==> src/rtl/vga_sprite_pkg.sv <==
// rtl/vga_sprite_pkg.sv - shared VGA 640x480 timing, sprite bounds and scheduler types
// Contents:
//   H_*/V_*            640x480@60 timing (active/front porch/sync/back porch/period)
//   SPRITE_W/SPRITE_H  sprite footprint in pixels
//   SPR_{X,Y}_{MIN,MAX} default legal offset range of the sprite origin
//   sched_state_t      scheduler FSM states
//   axis_fit_t         result of fitting one axis sum into its legal range
package vga_sprite_pkg;

  localparam int H_ACTIVE = 640;
  localparam int H_FRONT  = 16;
  localparam int H_SYNC   = 96;
  localparam int H_BACK   = 48;
  localparam int H_PERIOD = 800;
  localparam int V_ACTIVE = 480;
  localparam int V_FRONT  = 10;
  localparam int V_SYNC   = 2;
  localparam int V_BACK   = 33;
  localparam int V_PERIOD = 525;

  localparam int SPRITE_W = 5;
  localparam int SPRITE_H = 5;

  localparam int SPR_X_MIN = -295;
  localparam int SPR_X_MAX = 340;
  localparam int SPR_Y_MIN = -225;
  localparam int SPR_Y_MAX = 215;

  localparam int POS_W = 10;
  // Wide enough for pos + acc without overflow.
  localparam int SUM_W = 12;

  typedef enum logic {S_ACCEPT, S_COMMIT} sched_state_t;

  typedef struct packed {
    logic             hit;
    logic [POS_W-1:0] pos;
  } axis_fit_t;

endpackage

==> src/rtl/sprite_pos_scheduler_rr_arbiter.sv <==
// rtl/sprite_pos_scheduler_rr_arbiter.sv - round-robin one-hot arbiter with registered pointer
// Ports:
//   i_clk, i_rst  clock, synchronous active-high reset
//   i_req [N]     request vector
//   i_en          arbitration enable; no grant and no pointer move when low
//   o_grant [N]   one-hot grant, combinational from pointer and i_req
module rr_arbiter #(
  parameter int N = 3
) (
  input  logic         i_clk,
  input  logic         i_rst,
  input  logic [N-1:0] i_req,
  input  logic         i_en,
  output logic [N-1:0] o_grant
);

  localparam int PW = (N > 1) ? $clog2(N) : 1;

  logic [PW-1:0] r_ptr;
  logic [PW-1:0] w_next_ptr;
  logic [PW-1:0] w_idx;
  logic [PW:0]   w_wrap;
  logic          w_found;

  // Scan from the pointer upward, wrapping modulo N; first hit wins.
  always_comb begin
    o_grant    = '0;
    w_found    = 1'b0;
    w_next_ptr = r_ptr;
    w_idx      = '0;
    w_wrap     = '0;
    for (int k = 0; k < N; k++) begin
      w_wrap = {1'b0, r_ptr} + (PW+1)'(k);
      if (w_wrap >= (PW+1)'(N)) begin
        w_wrap = w_wrap - (PW+1)'(N);
      end
      w_idx = w_wrap[PW-1:0];
      if (!w_found && i_en && i_req[w_idx]) begin
        w_found        = 1'b1;
        o_grant[w_idx] = 1'b1;
        w_next_ptr     = (w_idx == PW'(N-1)) ? '0 : w_idx + PW'(1);
      end
    end
  end

  always_ff @(posedge i_clk) begin
    if (i_rst) begin
      r_ptr <= '0;
    end else if (w_found) begin
      r_ptr <= w_next_ptr;
    end
  end

endmodule

==> src/rtl/sprite_pos_scheduler.sv <==
// rtl/sprite_pos_scheduler.sv - arbitrates sprite moves, accumulates deltas, commits once per frame
// Ports:
//   i_clk, i_rst          clock, synchronous active-high reset
//   i_frame_start         1-cycle pulse at the start of each frame
//   i_req [NUM_REQ]       move requests, held until acked
//   i_dx/i_dy             packed signed STEP_W steps per requester
//   i_center              pulse: recentre to (0,0) at the next commit
//   o_ack [NUM_REQ]       one-hot 1-cycle grant
//   o_x_pos/o_y_pos       committed 10-bit two's complement offsets
//   o_commit              pulse when a commit lands in o_x_pos/o_y_pos
//   o_clamped             pulse with o_commit when either axis hit a bound
// Build option: SPRITE_POS_WRAP_EN defined makes out-of-range sums wrap
// around the legal range instead of saturating.
module sprite_pos_scheduler
  import vga_sprite_pkg::*;
#(
  parameter int NUM_REQ = 3,
  parameter int STEP_W  = 4,
  parameter int ACC_W   = 8,
  parameter int X_MIN   = SPR_X_MIN,
  parameter int X_MAX   = SPR_X_MAX,
  parameter int Y_MIN   = SPR_Y_MIN,
  parameter int Y_MAX   = SPR_Y_MAX
) (
  input  logic                      i_clk,
  input  logic                      i_rst,
  input  logic                      i_frame_start,
  input  logic [NUM_REQ-1:0]        i_req,
  input  logic [NUM_REQ*STEP_W-1:0] i_dx,
  input  logic [NUM_REQ*STEP_W-1:0] i_dy,
  input  logic                      i_center,
  output logic [NUM_REQ-1:0]        o_ack,
  output logic [POS_W-1:0]          o_x_pos,
  output logic [POS_W-1:0]          o_y_pos,
  output logic                      o_commit,
  output logic                      o_clamped
);

  localparam logic signed [ACC_W:0]   ACC_HI = (ACC_W+1)'((2**(ACC_W-1)) - 1);
  localparam logic signed [ACC_W:0]   ACC_LO = -ACC_HI;
  localparam logic signed [SUM_W-1:0] XLO    = SUM_W'(X_MIN);
  localparam logic signed [SUM_W-1:0] XHI    = SUM_W'(X_MAX);
  localparam logic signed [SUM_W-1:0] YLO    = SUM_W'(Y_MIN);
  localparam logic signed [SUM_W-1:0] YHI    = SUM_W'(Y_MAX);

  sched_state_t              r_state;
  logic signed [ACC_W-1:0]   r_acc_x, r_acc_y;
  logic signed [POS_W-1:0]   r_x_pos, r_y_pos;
  logic                      r_center_pend;
  logic                      r_commit, r_clamped;

  logic [NUM_REQ-1:0]        w_ack;
  logic                      w_arb_en;
  logic signed [STEP_W-1:0]  w_step_x, w_step_y;
  logic signed [ACC_W:0]     w_acc_sum_x, w_acc_sum_y;
  logic signed [SUM_W-1:0]   w_sum_x, w_sum_y;
  axis_fit_t                 w_fit_x, w_fit_y;

  // No grants during reset or the commit cycle, so nothing is acked and lost.
  assign w_arb_en = (r_state == S_ACCEPT) && !i_rst;

  rr_arbiter #(.N(NUM_REQ)) u_arb (
    .i_clk   (i_clk),
    .i_rst   (i_rst),
    .i_req   (i_req),
    .i_en    (w_arb_en),
    .o_grant (w_ack)
  );

  always_comb begin
    w_step_x = '0;
    w_step_y = '0;
    for (int i = 0; i < NUM_REQ; i++) begin
      if (w_ack[i]) begin
        w_step_x = i_dx[i*STEP_W +: STEP_W];
        w_step_y = i_dy[i*STEP_W +: STEP_W];
      end
    end
  end

  // One extra bit of headroom so the saturation test sees the true sum.
  assign w_acc_sum_x = (ACC_W+1)'(r_acc_x) + (ACC_W+1)'(w_step_x);
  assign w_acc_sum_y = (ACC_W+1)'(r_acc_y) + (ACC_W+1)'(w_step_y);

  function automatic logic signed [ACC_W-1:0] sat_acc(input logic signed [ACC_W:0] s);
    logic signed [ACC_W:0] r;
    r = s;
    if (s > ACC_HI) begin
      r = ACC_HI;
    end else if (s < ACC_LO) begin
      r = ACC_LO;
    end
    return r[ACC_W-1:0];
  endfunction

  assign w_sum_x = SUM_W'(r_x_pos) + SUM_W'(r_acc_x);
  assign w_sum_y = SUM_W'(r_y_pos) + SUM_W'(r_acc_y);

  // A single wrap correction is enough: |acc| is far below the range span.
  function automatic axis_fit_t fit_axis(input logic signed [SUM_W-1:0] s,
                                         input logic signed [SUM_W-1:0] lo,
                                         input logic signed [SUM_W-1:0] hi);
    axis_fit_t             f;
    logic signed [SUM_W-1:0] t;
    t     = s;
    f.hit = 1'b0;
`ifdef SPRITE_POS_WRAP_EN
    if (s > hi) begin
      t     = s - (hi - lo + 12'sd1);
      f.hit = 1'b1;
    end else if (s < lo) begin
      t     = s + (hi - lo + 12'sd1);
      f.hit = 1'b1;
    end
`else
    if (s > hi) begin
      t     = hi;
      f.hit = 1'b1;
    end else if (s < lo) begin
      t     = lo;
      f.hit = 1'b1;
    end
`endif
    f.pos = t[POS_W-1:0];
    return f;
  endfunction

  assign w_fit_x = fit_axis(w_sum_x, XLO, XHI);
  assign w_fit_y = fit_axis(w_sum_y, YLO, YHI);

  always_ff @(posedge i_clk) begin
    if (i_rst) begin
      r_state       <= S_ACCEPT;
      r_acc_x       <= '0;
      r_acc_y       <= '0;
      r_x_pos       <= '0;
      r_y_pos       <= '0;
      r_center_pend <= 1'b0;
      r_commit      <= 1'b0;
      r_clamped     <= 1'b0;
    end else begin
      r_commit  <= 1'b0;
      r_clamped <= 1'b0;
      case (r_state)
        S_ACCEPT: begin
          if (|w_ack) begin
            r_acc_x <= sat_acc(w_acc_sum_x);
            r_acc_y <= sat_acc(w_acc_sum_y);
          end
          if (i_center) begin
            r_center_pend <= 1'b1;
          end
          if (i_frame_start) begin
            r_state <= S_COMMIT;
          end
        end
        S_COMMIT: begin
          r_commit <= 1'b1;
          if (r_center_pend) begin
            r_x_pos <= '0;
            r_y_pos <= '0;
          end else begin
            r_x_pos   <= w_fit_x.pos;
            r_y_pos   <= w_fit_y.pos;
            r_clamped <= w_fit_x.hit | w_fit_y.hit;
          end
          r_acc_x       <= '0;
          r_acc_y       <= '0;
          // A centre request arriving now belongs to the next commit.
          r_center_pend <= i_center;
          r_state       <= S_ACCEPT;
        end
        default: r_state <= S_ACCEPT;
      endcase
    end
  end

  assign o_ack     = w_ack;
  assign o_x_pos   = r_x_pos;
  assign o_y_pos   = r_y_pos;
  assign o_commit  = r_commit;
  assign o_clamped = r_clamped;

endmodule

==> config.mk <==
export PLATFORM = sky130hd
export DESIGN_NAME = sprite_pos_scheduler
export DESIGN_NICKNAME = d
export VERILOG_FILES = /design/src/rtl/vga_sprite_pkg.sv /design/src/rtl/sprite_pos_scheduler_rr_arbiter.sv /design/src/rtl/sprite_pos_scheduler.sv
export SDC_FILE = /design/constraint.sdc
export NUM_CORES = 1
export LEC_CHECK = 0
export ABC_AREA = 1
export BUFFER_PORTS_ARGS = -buffer_cell sky130_fd_sc_hd__buf_2
export CAP_MARGIN = 5
export CORE_AREA = 10 10 91 93
export DETAILED_ROUTE_END_ITERATION = 10
export DIE_AREA = 0 0 101 103
export PLACE_DENSITY = 0.86
export SLEW_MARGIN = 20
export SYNTH_ARGS = -nofsm -noshare
export SYNTH_HDL_FRONTEND = slang
export SYNTH_HIERARCHICAL = 1
export SYNTH_SLANG_ARGS = --single-unit
==> constraint.sdc <==
create_clock -name i_clk -period 6.04 [get_ports i_clk]
set_input_delay 0 -clock i_clk [delete_from_list [all_inputs] [get_ports i_clk]]
set_output_delay 0 -clock i_clk [all_outputs]
set_load 0.02 [all_outputs]
==> results.cfg <==
[synth]
synth_area_um2 = 4084
synth_area_per_cell_um2 = 6.188
syn_inst = 660
synthesis.nets = 737
synth.distinct_cells = 41
ys_seq_elements = 42
yosysSeqAreaShare = 0.2059
ys_warn_count = 6

[clocking]
ctsHtreeMaxLevel = 2
clkTransAtPathRegs_ns = 0.09
cts_root_buf = clkbuf_8
cts_resized = 0
numClockSinks = 42
clock_latency_ns = 0.30
numCtsBuffers = 5
cts_setup_buffers = 0
cts_tree = done
cts_buffer_depth = 2

[drt]
ant_nets = 0
drt-total-wl_um = 10200
routed-via-count = 4272
vias_per_cell = 5.353
drc = 0
drt_first_iter_violations = 228
firstDrtPassIters = 4
wire_per_inst_um = 12.78

[critical_path]
path_max_fanout = 13
reg2reg_slack_ns = 1.50
cpMaxStageDelayCell = fa_1
critPathLaunch = u_arb/r_ptr[0]
cp_common_cell = nand2_1
critPathCaptureType = flop
crit_end = r_acc_x[6]
r2r-end = r_acc_x[6]
critPathRequiredTime_ns = 6.28
reg2reg_from = u_arb/r_ptr[0]
max_stage_delay_ns = 0.40
worst_r2r_path_depth = 30
critPathKind = flop to flop
cp.arrival_ns = 4.78
cp-start-kind = flop

[sta]
whs_ns = 0.1013
finalCriticalPeriod_ns = 4.537
hold_viol_final = 0
finalMaxSlewViolations = 0
max_freq_mhz = 220.4
tns_ns = 0
setup_viol = 0
slew_headroom = 0.5699
rsz0062_at_grt = no
fin_worst_skew_ns = 0.008344
period_share = 0.7511
worstMarginPinSlew_ns = 0.6444

[power]
p_leak_nw = 2.652
p_per_area_nw_per_um2 = 524.6
peakVddDrop_mv = 0.5044

[cells_and_area]
final_nets = 794
multiInputGateArea_um2 = 2846
design_area_um2 = 4554
final_common_cell = nand2_1
areaGrowthSynthToFinish_pct = 11.52
insertedDiodeCount = 0
drive_above_1_share = 0.1393
num-fill-cells = 592
seq_area_um2 = 840.8
layout_common_cells = nand2_1 (224), inv_1 (94), buf_2 (55)
final_cells = 798

[place]
finalWeightedCongestion = 0.9180
place_hpwl_um = 8319
dpl_cell_area_um2 = 4439
dp_cells = 788
numPortBuffers = 55

[global_route]
grt_pass1_vias = 4035
grt_max_degree = 21
gr-total-overflow = 0
grt_usage = 0.1952
antenna_found_initial = 0
grt_pass1_wl_um = 17030

[floorplan]
dieArea_um2 = 10400
core_area_um2 = 6569
die_h_um = 103
initial_core_util = 0.6217
die_w_um = 101
fp-row-count = 30
ios = 56

[job]
maxCapViolations = 0

[run_status]
status = complete, no violations

[min_path]
hp-class = primary input to flop
cell families after synthesis:
group                      share of synthesized area
AOI/OAI and AO/OA                             0.1173
DFF                                           0.2059
xor gates and xnor gates                     0.02543
buffers and inverters                        0.09773
and+or+nand+nor                               0.4029
adders and majority gates                     0.1507
timing repair:
action	in CTS	in global routing
hold buffers	2	0
setup endpoints to repair	0	0
hold endpoints to repair	2	0
report_power, final:
group / switching (mW) / total (mW) / internal, mW
Clock: 0.111 / 0.194 / 0.0828
Sequential: 0.0537 / 0.387 / 0.333
Combinational: 1.16 / 1.81 / 0.648
Total: 1.32 / 2.39 / 1.06
how the worst min path moves through the flow:
stage          depth (start not counted)            end          start
2_1_floorplan                          2        r_state  i_frame_start
3_3_place_gp                           3  r_center_pend       i_center
3_5_place_dp                           3  r_center_pend       i_center
4_1_cts                                2  r_center_pend          i_rst
5_1_grt                                2  r_center_pend          i_rst
6_report                               2  r_center_pend          i_rst
state kept, by name, summed over array words and instances (netlist names):
name,flops
o_x_pos,10
r_acc_y,8
o_clamped,1
u_arb/r_ptr,2
o_y_pos,10
r_center_pend,1
r_acc_x,8
r_state,1
o_commit,1
cell type report:
type / count / share of cell area
timing repair buffer: 59 / 0.06813
clock inverter: 3 / 0.005220
sequential: 42 / 0.1846
inverter: 97 / 0.07994
tap: 80 / 0.02198
multi-input combinational: 512 / 0.6250
clock buffer: 5 / 0.01511
synth_stat cells:
master    instances  area share
a211oi_1          2      0.0037
a21boi_1          1      0.0018
a21o_1            3      0.0055
a21oi_1          40       0.049
a21oi_2           3      0.0064
a221oi_1          3      0.0064
a22oi_1           5      0.0092
and2_1            1      0.0015
buf_1             2      0.0018
buf_2             1      0.0012
clkbuf_1          6      0.0055
dfxtp_1          42        0.21
fa_1              4       0.020
ha_1             42        0.13
inv_1            94       0.086
inv_2             3      0.0028
maj3_1            1      0.0025
nand2_1         224        0.21
nand2_2          12       0.018
nand3_1          46       0.056
nand3_2           4      0.0098
nand3b_1          9       0.017
nand3b_4          1      0.0049
nand4_1          14       0.021
nand4_2           1      0.0031
nor2_1           44       0.040
nor2_2            4      0.0061
nor3_1            5      0.0061
nor4_2            1      0.0031
o21a_1            1      0.0018
o21ai_0          13       0.016
o21ai_1           5      0.0061
o21ai_2           1      0.0021
o21bai_1          1      0.0018
o21bai_2          1      0.0028
o22ai_1           3      0.0046
or2_1             4      0.0061
or2_2             2      0.0031
xnor2_1           6       0.013
xor2_1            4      0.0086
xor2_2            1      0.0040
critical path, delay by kind of cell (launching register included):
kind / cells / cell delay, ns
buffers and inverters: 7 / 0.73
and+or+nand+nor: 15 / 1.61
DFF: 1 / 0.36
adders and majority gates: 3 / 0.97
AOI/OAI and AO/OA: 5 / 0.81
layer usage:
metal	vias up	share of wire	wire length (µm)	global-route usage
li1	2238	-	-	-
met1	1920	0.42	4283	0.2221
met2	89	0.52	5252	0.3612
met3	25	0.046	465	0.03150
met4	0	0.019	195	0.06324
met5	-	0	0	0
through the flow:
| step | worst slack [ns] | total power [mW] | utilization |
|---|---|---|---|
| 3_5_place_dp | 1.588 | 2.178 | 0.6758 |
| 5_1_grt | 0.9338 | 2.677 | 0.6933 |
| 2_1_floorplan | 1.947 | 1.827 | - |
| 4_1_cts | 1.558 | 2.381 | 0.6930 |
| 6_report | 1.503 | 2.389 | 0.6933 |
| 3_3_place_gp | 1.799 | 2.127 | 0.6758 |
Power figures use the tool's default switching activity.
